===== src/rtl/tile_pattern_gen_if.sv =====
// Pattern RAM write port between the tile generator and the playfield RAM.
// The generator drives the master side; the RAM samples the slave side.
interface tile_pattern_gen_if #(
  parameter int LANES = 3,
  parameter int DEPTH = 100
);
  logic                     wr_en;
  logic [$clog2(DEPTH)-1:0] wr_addr;
  logic [LANES-1:0]         wr_data;

  modport master (output wr_en, wr_addr, wr_data);
  modport slave  (input  wr_en, wr_addr, wr_data);
endinterface


===== src/rtl/tile_pattern_gen.sv =====
// Tile pattern generator: streams DEPTH one-hot lane rows from an LFSR into the
// playfield RAM, then tracks row progress and level number for the game FSM.
module tile_pattern_gen #(
  parameter int          LANES     = 3,
  parameter int          DEPTH     = 100,
  parameter int          MAX_LEVEL = 4,
  parameter logic [15:0] SEED      = 16'hACE1
) (
  input  logic                       clk,
  input  logic                       Reset,
  input  logic                       StartGame,
  input  logic                       is_GameOver,
  input  logic                       correct_key,
  tile_pattern_gen_if.master         ram,
  output logic                       busy,
  output logic [7:0]                 game,
  output logic [$clog2(DEPTH+1)-1:0] row_counter,
  output logic                       level_clear
);

  localparam int AW = $clog2(DEPTH);
  localparam int CW = $clog2(DEPTH + 1);
  localparam int LW = (LANES <= 2) ? 1 : $clog2(LANES);
  localparam logic [15:0] SEED_EFF = (SEED == 16'h0000) ? 16'h0001 : SEED;

  typedef enum logic [1:0] {IDLE, GEN, PLAY, DONE} state_t;

  state_t         state, state_next;
  logic [15:0]    lfsr;
  logic [AW-1:0]  row_idx, row_idx_next;
  logic [LW-1:0]  prev_lane, prev_lane_next;
  logic [LW-1:0]  raw, lane;
  logic [7:0]     game_next;
  logic [CW-1:0]  row_counter_next;
  logic           level_clear_next;
  logic           accept;
  logic           wr_en_c;
  logic [AW-1:0]  wr_addr_c;
  logic [LANES-1:0] wr_data_c;

  // Out-of-range or repeated picks fall through to the next lane, which keeps
  // rows one-hot and guarantees no two consecutive rows share a lane.
  always_comb begin
    raw = lfsr[LW-1:0];
    if (({1'b0, raw} >= (LW+1)'(LANES)) || (raw == prev_lane))
      lane = (prev_lane == LW'(LANES - 1)) ? '0 : prev_lane + 1'b1;
    else
      lane = raw;
  end

  always_comb begin
    state_next       = state;
    row_idx_next     = row_idx;
    prev_lane_next   = prev_lane;
    game_next        = game;
    row_counter_next = row_counter;
    level_clear_next = 1'b0;
    wr_en_c          = 1'b0;
    wr_addr_c        = '0;
    wr_data_c        = '0;
    busy             = 1'b0;
    accept           = StartGame && (state != GEN);

    case (state)
      GEN: begin
        wr_en_c        = 1'b1;
        busy           = 1'b1;
        wr_addr_c      = row_idx;
        wr_data_c      = LANES'(1) << lane;
        prev_lane_next = lane;
        if (row_idx == AW'(DEPTH - 1))
          state_next = PLAY;
        else
          row_idx_next = row_idx + 1'b1;
      end
      PLAY: begin
        if (correct_key) begin
          if (row_counter == CW'(DEPTH - 1)) begin
            row_counter_next = CW'(DEPTH);
            level_clear_next = 1'b1;
            state_next       = DONE;
          end else begin
            row_counter_next = row_counter + 1'b1;
          end
        end
      end
      default: ;
    endcase

    // A new level request beats any same-cycle row clear, including the last one.
    if (accept) begin
      if (is_GameOver)
        game_next = 8'd1;
      else if (game < 8'(MAX_LEVEL))
        game_next = game + 8'd1;
      row_counter_next = '0;
      row_idx_next     = '0;
      prev_lane_next   = LW'(LANES - 1);
      level_clear_next = 1'b0;
      state_next       = GEN;
    end
  end

  always_ff @(posedge clk) begin
    if (Reset) begin
      state       <= IDLE;
      lfsr        <= SEED_EFF;
      row_idx     <= '0;
      prev_lane   <= LW'(LANES - 1);
      game        <= '0;
      row_counter <= '0;
      level_clear <= 1'b0;
    end else begin
      state       <= state_next;
      lfsr        <= {lfsr[14:0], lfsr[15] ^ lfsr[13] ^ lfsr[12] ^ lfsr[10]};
      row_idx     <= row_idx_next;
      prev_lane   <= prev_lane_next;
      game        <= game_next;
      row_counter <= row_counter_next;
      level_clear <= level_clear_next;
    end
  end

  assign ram.wr_en   = wr_en_c;
  assign ram.wr_addr = wr_addr_c;
  assign ram.wr_data = wr_data_c;

endmodule


===== src/flat_wrapper.sv =====
// flat-port wrapper written by rule: the top's interface ports become plain ports
module tile_pattern_gen_flat 
#(
  parameter int          LANES     = 3,
  parameter int          DEPTH     = 100,
  parameter int          MAX_LEVEL = 4,
  parameter logic [15:0] SEED      = 16'hACE1
)
  (clk, Reset, StartGame, is_GameOver, correct_key, busy, game, row_counter, level_clear, ram_wr_en, ram_wr_addr, ram_wr_data);
  tile_pattern_gen_if #(.LANES(LANES), .DEPTH(DEPTH)) ram_i ();
  input  logic clk;
  input  logic Reset;
  input  logic StartGame;
  input  logic is_GameOver;
  input  logic correct_key;
  output logic busy;
  output logic [7:0] game;
  output logic [$clog2(DEPTH+1)-1:0] row_counter;
  output logic level_clear;
  output wire logic [$bits(ram_i.wr_en)-1:0] ram_wr_en;
  output wire logic [$bits(ram_i.wr_addr)-1:0] ram_wr_addr;
  output wire logic [$bits(ram_i.wr_data)-1:0] ram_wr_data;
  assign ram_wr_en = ram_i.wr_en;
  assign ram_wr_addr = ram_i.wr_addr;
  assign ram_wr_data = ram_i.wr_data;
  tile_pattern_gen #(.LANES(LANES), .DEPTH(DEPTH), .MAX_LEVEL(MAX_LEVEL), .SEED(SEED)) u_core (.clk(clk), .Reset(Reset), .StartGame(StartGame), .is_GameOver(is_GameOver), .correct_key(correct_key), .ram(ram_i), .busy(busy), .game(game), .row_counter(row_counter), .level_clear(level_clear));
endmodule

===== config.mk =====
export PLATFORM = sky130hd
export DESIGN_NAME = tile_pattern_gen_flat
export DESIGN_NICKNAME = d
export VERILOG_FILES = /design/src/rtl/tile_pattern_gen_if.sv /design/src/rtl/tile_pattern_gen.sv /design/src/flat_wrapper.sv
export SDC_FILE = /design/constraint.sdc
export NUM_CORES = 1
export LEC_CHECK = 0
export ABC_AREA = 0
export BUFFER_PORTS_ARGS = -buffer_cell sky130_fd_sc_hd__buf_2
export CAP_MARGIN = 30
export CORE_MARGIN = 2
export CORE_UTILIZATION = 49
export CTS_BUF_LIST = sky130_fd_sc_hd__clkbuf_4 sky130_fd_sc_hd__clkbuf_8
export DETAILED_ROUTE_END_ITERATION = 8
export PLACE_DENSITY = 0.82
export SLEW_MARGIN = 10
export SYNTH_ARGS = -nofsm -noshare
export SYNTH_HDL_FRONTEND = slang
export SYNTH_SLANG_ARGS = --single-unit

===== constraint.sdc =====
create_clock -name clk -period 2.76 [get_ports clk]
set_clock_uncertainty 0.1 [all_clocks]
set_input_delay 0.138 -clock clk [delete_from_list [all_inputs] [get_ports clk]]
set_output_delay 0.138 -clock clk [all_outputs]
set_load 0.02 [all_outputs]

Word level (Yosys, flattened, before mapping)
Cells that the tools add are included. Widths: inputs -> output; s select.

Flip-flop bits (word level): 43. Output and inout bits: 28.

Bitwise gates (word level): 6. $add $sub $neg: 4. Equal/unequal tests: 13. Reduce and logical (&&, ||, !) cells: 12. Multiplexer cells: 14. Shift-type cells: 1. $lt $le $gt $ge: 2.

Operators by type and width (count): $mux 8 (2); $add 7x1->7 const B (2); $eq 7x7->1 const B (2); $mux 7 (2); $mux 2 (5); $add 8x1->8 const B (1); $lt 8x3->1 const B (1); $reduce_and 4->1 (2); $ne 2x1->1 const B (3); $ne 3x1->1 const B (2); $reduce_and 2->1 (3); $eq 2x2->1 const B (2); $pmux 2 s2 (1); $reduce_bool 2->1 (2); $reduce_or 4->1 (1); $mux 1 (3); $mux 3 (1); $ne 3x2->1 const B (1); $not 1->1 (3); $reduce_bool 3->1 (1); $shl 1x2->3 const A (1); $xor 1x1->1 (3); $add 2x1->2 const B (1); $eq 2x1->1 const B (1); other kinds (6) (6).

Longest topological paths before layout
Gate-level depths: netlist of run 1.

Depth after elaboration: 5. Mapped depth: 6. Gate-level depth less buffers: 6.

Worst setup path after synthesis of run 1
Ideal clock, no wire load.

Kind: register to register. Start: register u_core.state[1]. End: register u_core.row_idx[5]. Stages on the path, launching flop included: 7. Path slack: 906 ps. Buffers on the path: 0. Data arrival time: 1684 ps. Path through: dfxtp_1 -> inv_1 -> ha_1 -> and2_1 -> nand3_1 -> or3_1 -> a21oi_1.

Word-level cells in the longest chain between the ends: 3. Elaborated cells between the ends (all ways): 5. Classes of those cells: 2 x eq/ne; 3 x reduce/logical.

Ends and longest elaborated chain: start: declaration (line tile_pattern_gen.sv:28) `state_t state, state_next;`; start signal: assignment (line tile_pattern_gen.sv:114) `state <= state_next;`; $ne 2x1->1 (line tile_pattern_gen.sv:62) `accept = StartGame && (state != GEN);`; $logic_and 1x1->1 (line tile_pattern_gen.sv:62); $reduce_or 2->1 (no source line); end signal: assignment (line tile_pattern_gen.sv:116) `row_idx <= row_idx_next;`; end: declaration (line tile_pattern_gen.sv:30) `logic [AW-1:0] row_idx, row_idx_next;`.

Several ways; a longest one is shown, not always the timed one. A chain may end at the register's enable or synchronous reset.

Worst setup path in the final report of run 1
Start: register u_core.state[1]. End: output port ram_wr_data[0].

Word-level cells in the longest chain between the ends: 2.

Ends and longest elaborated chain: $eq 2x1->1 (line tile_pattern_gen.sv:64) `case (state)`; $mux 3 (line tile_pattern_gen.sv:64); end: declaration (line flat_wrapper.sv:22) `output wire logic [$bits(ram_i.wr_data)-1:0] ram_wr_data;`.

Every way passes these cells.

==> impl_metrics.tcl, run 1 <==
set metrics [dict create \
    track_usage_pct 16.2 \
    layout_setup_ws_ns 0.666 \
    worst_slew_pin_slew_ns 0.517 \
    fin_cells 267 \
    dr.pass1.iters 4 \
    cts_hold_buf 0 \
    syn_avg_cell_area_sq_um 9.27 \
    synth.most_common_cell "dfxtp_1" \
    synth.distinct_cells 35 \
    cp.arrival_ns 1.86 \
    final_nets 230 \
    mappedNetlistArea_sq_um 1720 \
    area_growth_pct 14.7 \
    async_reset_ff_share_pct 0 \
    globalRouteOverflowTotal 0 \
    core-area_sq_um 3360 \
    path_class "reg -> out" \
    drive_gt1_share_pct 23.5 \
    period_needed_ns 2.09 \
    synth_edf_count 0 \
    finalCritPeriodShare_pct 75.9 \
    yosys.area.top_type "dfxtp_1" \
    hold_viol_final 0 \
    yosys-top-cells-count "dfxtp_1 (43), nand2_1 (20), nor2_1 (16), and2_1 (13), a21oi_1 (11)" \
    met2_wirelength_um 1250 \
    cts.reportedPaths.clkPinSlew_ns 0.13 \
    cts_tree "yes" \
    place_inst 259 \
    final_util_pct 58.8 \
    grt_max_degree 20 \
    initial_utilization_pct 51.3 \
    rows 21 \
    portBuffers 32 \
    dp_slack_ns 0.782 \
    cpMostUsedCell "inv_1" \
    clock_sinks 43 \
    antenna_found_initial 0 \
    synth_warnings 0 \
    crit_family "adder cells" \
    via_per_inst 4.91 \
    met3_length_um 119 \
    hold_path_class "in -> reg" \
    io_pins 33 \
    die_h_um 63.3 \
    clock-root-buffer "clkbuf_4" \
    drc 0 \
    cp.required_ns 2.52 \
    dieArea_sq_um 4010 \
    cp_num_buf_inv 3 \
    p_leak_nw 0.832 \
    end_kind "primary output" \
    ctsLongestPathBuffers 2 \
    grt_pass1_vias 1181 \
    cap_violations 0 \
    routabilityCongestion 0.762 \
    cp_cell_sequence "inv_1 > ha_1 > inv_1 > a211oi_1 > buf_2" \
    clk_latency_ns 0.34 \
    cts_setup_buffers 0 \
    cts_buffers 5 \
    wirelength_um 2970 \
    finalSetupViolCount 0 \
    routedWlPerCell_um 11.1 \
    initialDrtViolationCount 71 \
    ys.flop_type "dfxtp_1" \
    synth.area.top_cells "dfxtp_1 (50%), and2_1 (4.7%), nand2_1 (4.4%), ha_1 (3.6%), nor2b_1 (3.6%)" \
    relSlewSlack_pct 65.5 \
    fmax_ghz 0.478 \
    postCtsResizedCells 0 \
    routed.top_layer "met4" \
    powerDensity_nw_per_um2 674 \
    wirelength_met1_um 1550 \
    dpl.hpwl_um 2080 \
    yosysSeqAreaShare_pct 49.9 \
    cp_slowest_cell "ha_1" \
    diodes 0 \
    die_x_um 63.3 \
    syn-num-nets 196 \
    max-vdd-ir-drop_mv 0.477 \
    crit_path_max_fanout 18 \
    status "completed" \
    rsz0062_at_grt "no" \
    drv_slew 0 \
    syn-instance-count 186 \
    htreeDepth 2 \
    cpPeakStageDelay_ns 0.48 \
    r2r_setup_slack_ns 0.76 \
    setup_tns_ns 0 \
    power_mw 1.33 \
    critPathLaunchType "flop" \
    synth-seq-cells 43 \
    synth_top_area_share_pct 49.9 \
    dr_total_vias 1312 \
    drtAntennaViolNets 0 \
    grt_pass1_wl_um 5140 \
]
==> area by class of cell <==
cell class | count | area (sq um)
fill | 317 | 1390
sequential | 43 | 861
multi-input combinational | 133 | 822
timing repair buffer | 32 | 160
tap | 46 | 57.6
clock buffer | 5 | 37.5
clock inverter | 3 | 20.0
inverter | 5 | 18.8
==> flip-flops by register name, summed over array words and instances (netlist names) <==
signal	flops
u_core.game	8
u_core.state	2
u_core.level_clear	1
u_core.row_idx	7
u_core.prev_lane	2
u_core.row_counter	7
u_core.lfsr	16
==> where the power goes <==
part	leakage, nW	total (mW)	switching, mW	internal (mW)
sequential	0.352	0.707	0.0381	0.669
combinational	0.453	0.327	0.199	0.129
clock	0.0272	0.298	0.201	0.0974
total	0.832	1.33	0.438	0.895
==> cells by family after synthesis <==
kind of cell	synth area share, %
fa+ha+maj	3.63
mux	0.581
buf+inv	2.39
flops	49.9
simple gates	27.1
xor+xnor	5.59
compound gates	10.7
==> worst paths after layout <==
check                                      from                     to  depth (start not counted)
worst max register to register  u_core.state[1]  u_core.row_counter[4]                          6
worst max-delay path            u_core.state[1]         ram_wr_data[0]                          5
worst min register to register   u_core.lfsr[9]        u_core.lfsr[10]                          1
worst min-delay path                      Reset         u_core.lfsr[2]                          2
==> cells in the final DEF, fill, tap and decap left out, types with 4 or more instances in the layout <==
cell type,Yosys,final
xor2_1,6,6
nand3_1,8,8
inv_1,5,5
and2_1,13,13
dfxtp_1,43,43
nor3_1,4,4
xnor2_1,5,5
buf_2,0,32
a21oi_1,11,11
nor2b_1,10,10
ha_1,5,5
nor2_1,16,16
or2_2,7,7
nand2_1,20,20
clkbuf_4,0,5
==> through the flow <==
step / cell area [sq um] / hold slack, ns
after detailed placement: 1920 / 0.298
final: 1980 / 0.0256
after global routing: 1980 / 0.0458
after CTS: 1980 / 0.0142
after floorplan: 1720 / 0.257
after global placement: 1920 / 0.292
==> worst register-to-register path: stages (launching register included) <==
cell      delay, ns
dfxtp_1        0.33
inv_1          0.07
ha_1           0.48
nand2b_1       0.24
nand2_1        0.33
o21bai_1       0.30
nor2_1         0.10
==> routing by layer <==
layer / vias up / GRT usage (%)
met1: 585 / 21.8
met5: - / 0
met3: 4 / 4.46
met4: 0 / 7.34
met2: 28 / 24.1
li1: 695 / -
(Power assumes the default switching activity.)
==> run 2, diff against run 1 <==
PLACE_DENSITY = 0.85   (was 0.82)
clock period = 1.8 ns   (was 2.76 ns; I/O delays follow)
==> run 2 against run 1 <==
Largest cell class unchanged. Critical path type is now reg -> reg. Sequential cell count unchanged. Hold slack improved by 0.024 ns. Die area unchanged. Register-to-register slack got worse by 0.68 ns. Combinational power increased by 75%. Total power increased by 63%. Global-route usage increased by 1.8 points. Non-clock buffer count increased by 5. Clock-buffer cell count increased by 1. Wire length increased by 10%. Setup slack got worse by 0.59 ns. Sequential power increased by 54%.
==> impl_metrics.tcl, run 2 (synthesis gave the netlist of run 1 again) <==
set metrics [dict create \
    status "completed" \
    portBuffers 32 \
    period_needed_ns 1.72 \
    dr_total_vias 1380 \
    finalCritPeriodShare_pct 95.6 \
    cts_buffers 5 \
    htreeDepth 2 \
    grt_pass1_wl_um 5480 \
    antenna_found_initial 0 \
    cts_setup_buffers 0 \
    routedWlPerCell_um 12.0 \
    cp.required_ns 1.98 \
    path_class "reg -> reg" \
    cpPeakStageDelay_ns 0.40 \
    nFillCells 318 \
    ctsLongestPathBuffers 2 \
    wirelength_um 3280 \
    via_per_inst 5.07 \
    rows 21 \
    setup_tns_ns 0 \
    layout_commonest_cell "dfxtp_1" \
    hold_path_startpoint "StartGame" \
    drtAntennaViolNets 0 \
    cp.arrival_ns 1.90 \
    most-common-layout-cells "dfxtp_1 (42), buf_2 (32), nand2_1 (20)" \
    drc 0 \
    cap_violations 0 \
    grt_max_degree 20 \
    clock-root-buffer "clkbuf_4" \
    crit_path_max_fanout 5 \
    relSlewSlack_pct 75.1 \
    dieArea_sq_um 4010 \
    clock_sinks 43 \
    cp_cell_sequence "nor4b_4 > nand3_1 > a221o_1 > a311oi_1" \
    die_h_um 63.3 \
    cp_slowest_cell "a221o_1" \
    drive_gt1_share_pct 26.1 \
    grt_pass1_vias 1271 \
    area_growth_pct 19.4 \
    dpl.hpwl_um 2280 \
    powerDensity_nw_per_um2 1060 \
    finalSetupViolCount 0 \
    initialDrtViolationCount 77 \
    p_leak_nw 0.866 \
    diodes 0 \
    rsz0062_at_grt "no" \
    clk_latency_ns 0.37 \
    dr.pass1.iters 4 \
    largest_reg_flops 16 \
    hold_path_class "in -> reg" \
    routabilityCongestion 0.797 \
    critPathLaunchType "flop" \
    cts_tree "yes" \
    hold_viol_final 0 \
    final_util_pct 61.2 \
    track_usage_pct 18.0 \
    end_kind "flop" \
    crit_start "u_core.row_idx[3]" \
    fmax_ghz 0.581 \
    r2r-start "u_core.row_idx[3]" \
    largestRegisters "u_core.lfsr: 16 flops, u_core.game: 8 flops" \
    r2r_setup_slack_ns 0.08 \
    worst_slew_pin_slew_ns 0.370 \
    max-vdd-ir-drop_mv 0.666 \
    final_nets 235 \
    core-area_sq_um 3360 \
    initial_utilization_pct 51.3 \
    globalRouteOverflowTotal 0 \
    drv_slew 0 \
    die_x_um 63.3 \
    largest_register "u_core.lfsr" \
    cts.reportedPaths.clkPinSlew_ns 0.13 \
    io_pins 33 \
]
==> run 2: path summary, 6_finish.rpt <==
kind                      to  cells past startpoint
max          u_core.state[0]                      4
min          u_core.state[0]                      3
max reg2reg  u_core.state[0]                      4
min reg2reg  u_core.lfsr[15]                      1
==> run 2: worst max-delay path, delay by kind of cell (launching register included) <==
| family | cells | cell delay (ns) |
|---|---|---|
| compound gates | 2 | 0.67 |
| simple gates | 2 | 0.47 |
| flops | 1 | 0.38 |
==> run 2: final cells by class <==
| cell class | count | area, sq um | share of cell area, % |
|---|---|---|---|
| clock buffers | 6 | 51.3 | 2.49 |
| clock inverters | 2 | 16.3 | 0.790 |
| inverters | 5 | 18.8 | 0.911 |
| multi-input cells | 133 | 851 | 41.3 |
| flip-flops and latches | 43 | 862 | 41.9 |
| well taps | 46 | 57.6 | 2.79 |
| repair buffers | 37 | 203 | 9.84 |
==> run 2: timing repair <==
item	4_1_cts	5_1_grt
resized for setup	0	5
hold buffers	2	0
endpoints found under the setup margin	0	13
endpoints found under the hold margin	7	0
==> run 2: metal layers <==
layer / up-vias / part of all wire (%) / global-route usage [%]
met5: - / 0 / 0
met3: 6 / 5.2 / 6.96
met4: 0 / 2.0 / 8.15
met2: 26 / 48 / 28.9
met1: 642 / 45 / 21.2
li1: 706 / - / -
==> run 2: through the flow <==
step	total power [mW]	area (sq um)	instances	hold slack (ns)	setup WS, ns
2_1_floorplan	1.50	1730	186	0.209	0.0486
3_3_place_gp	1.64	1940	262	0.292	0.163
3_5_place_dp	1.65	1940	262	0.296	0.0817
4_1_cts	2.18	2030	272	0.0489	0.0327
5_1_grt	2.31	2060	272	0.0401	0.0122
6_report	2.18	2060	272	0.0494	0.0799
==> run 2: report_power, final <==
group          leakage [nW]  switching, mW  internal [mW]
clock network        0.0345          0.328          0.192
logic                 0.479          0.328          0.243
registers             0.353         0.0615           1.03
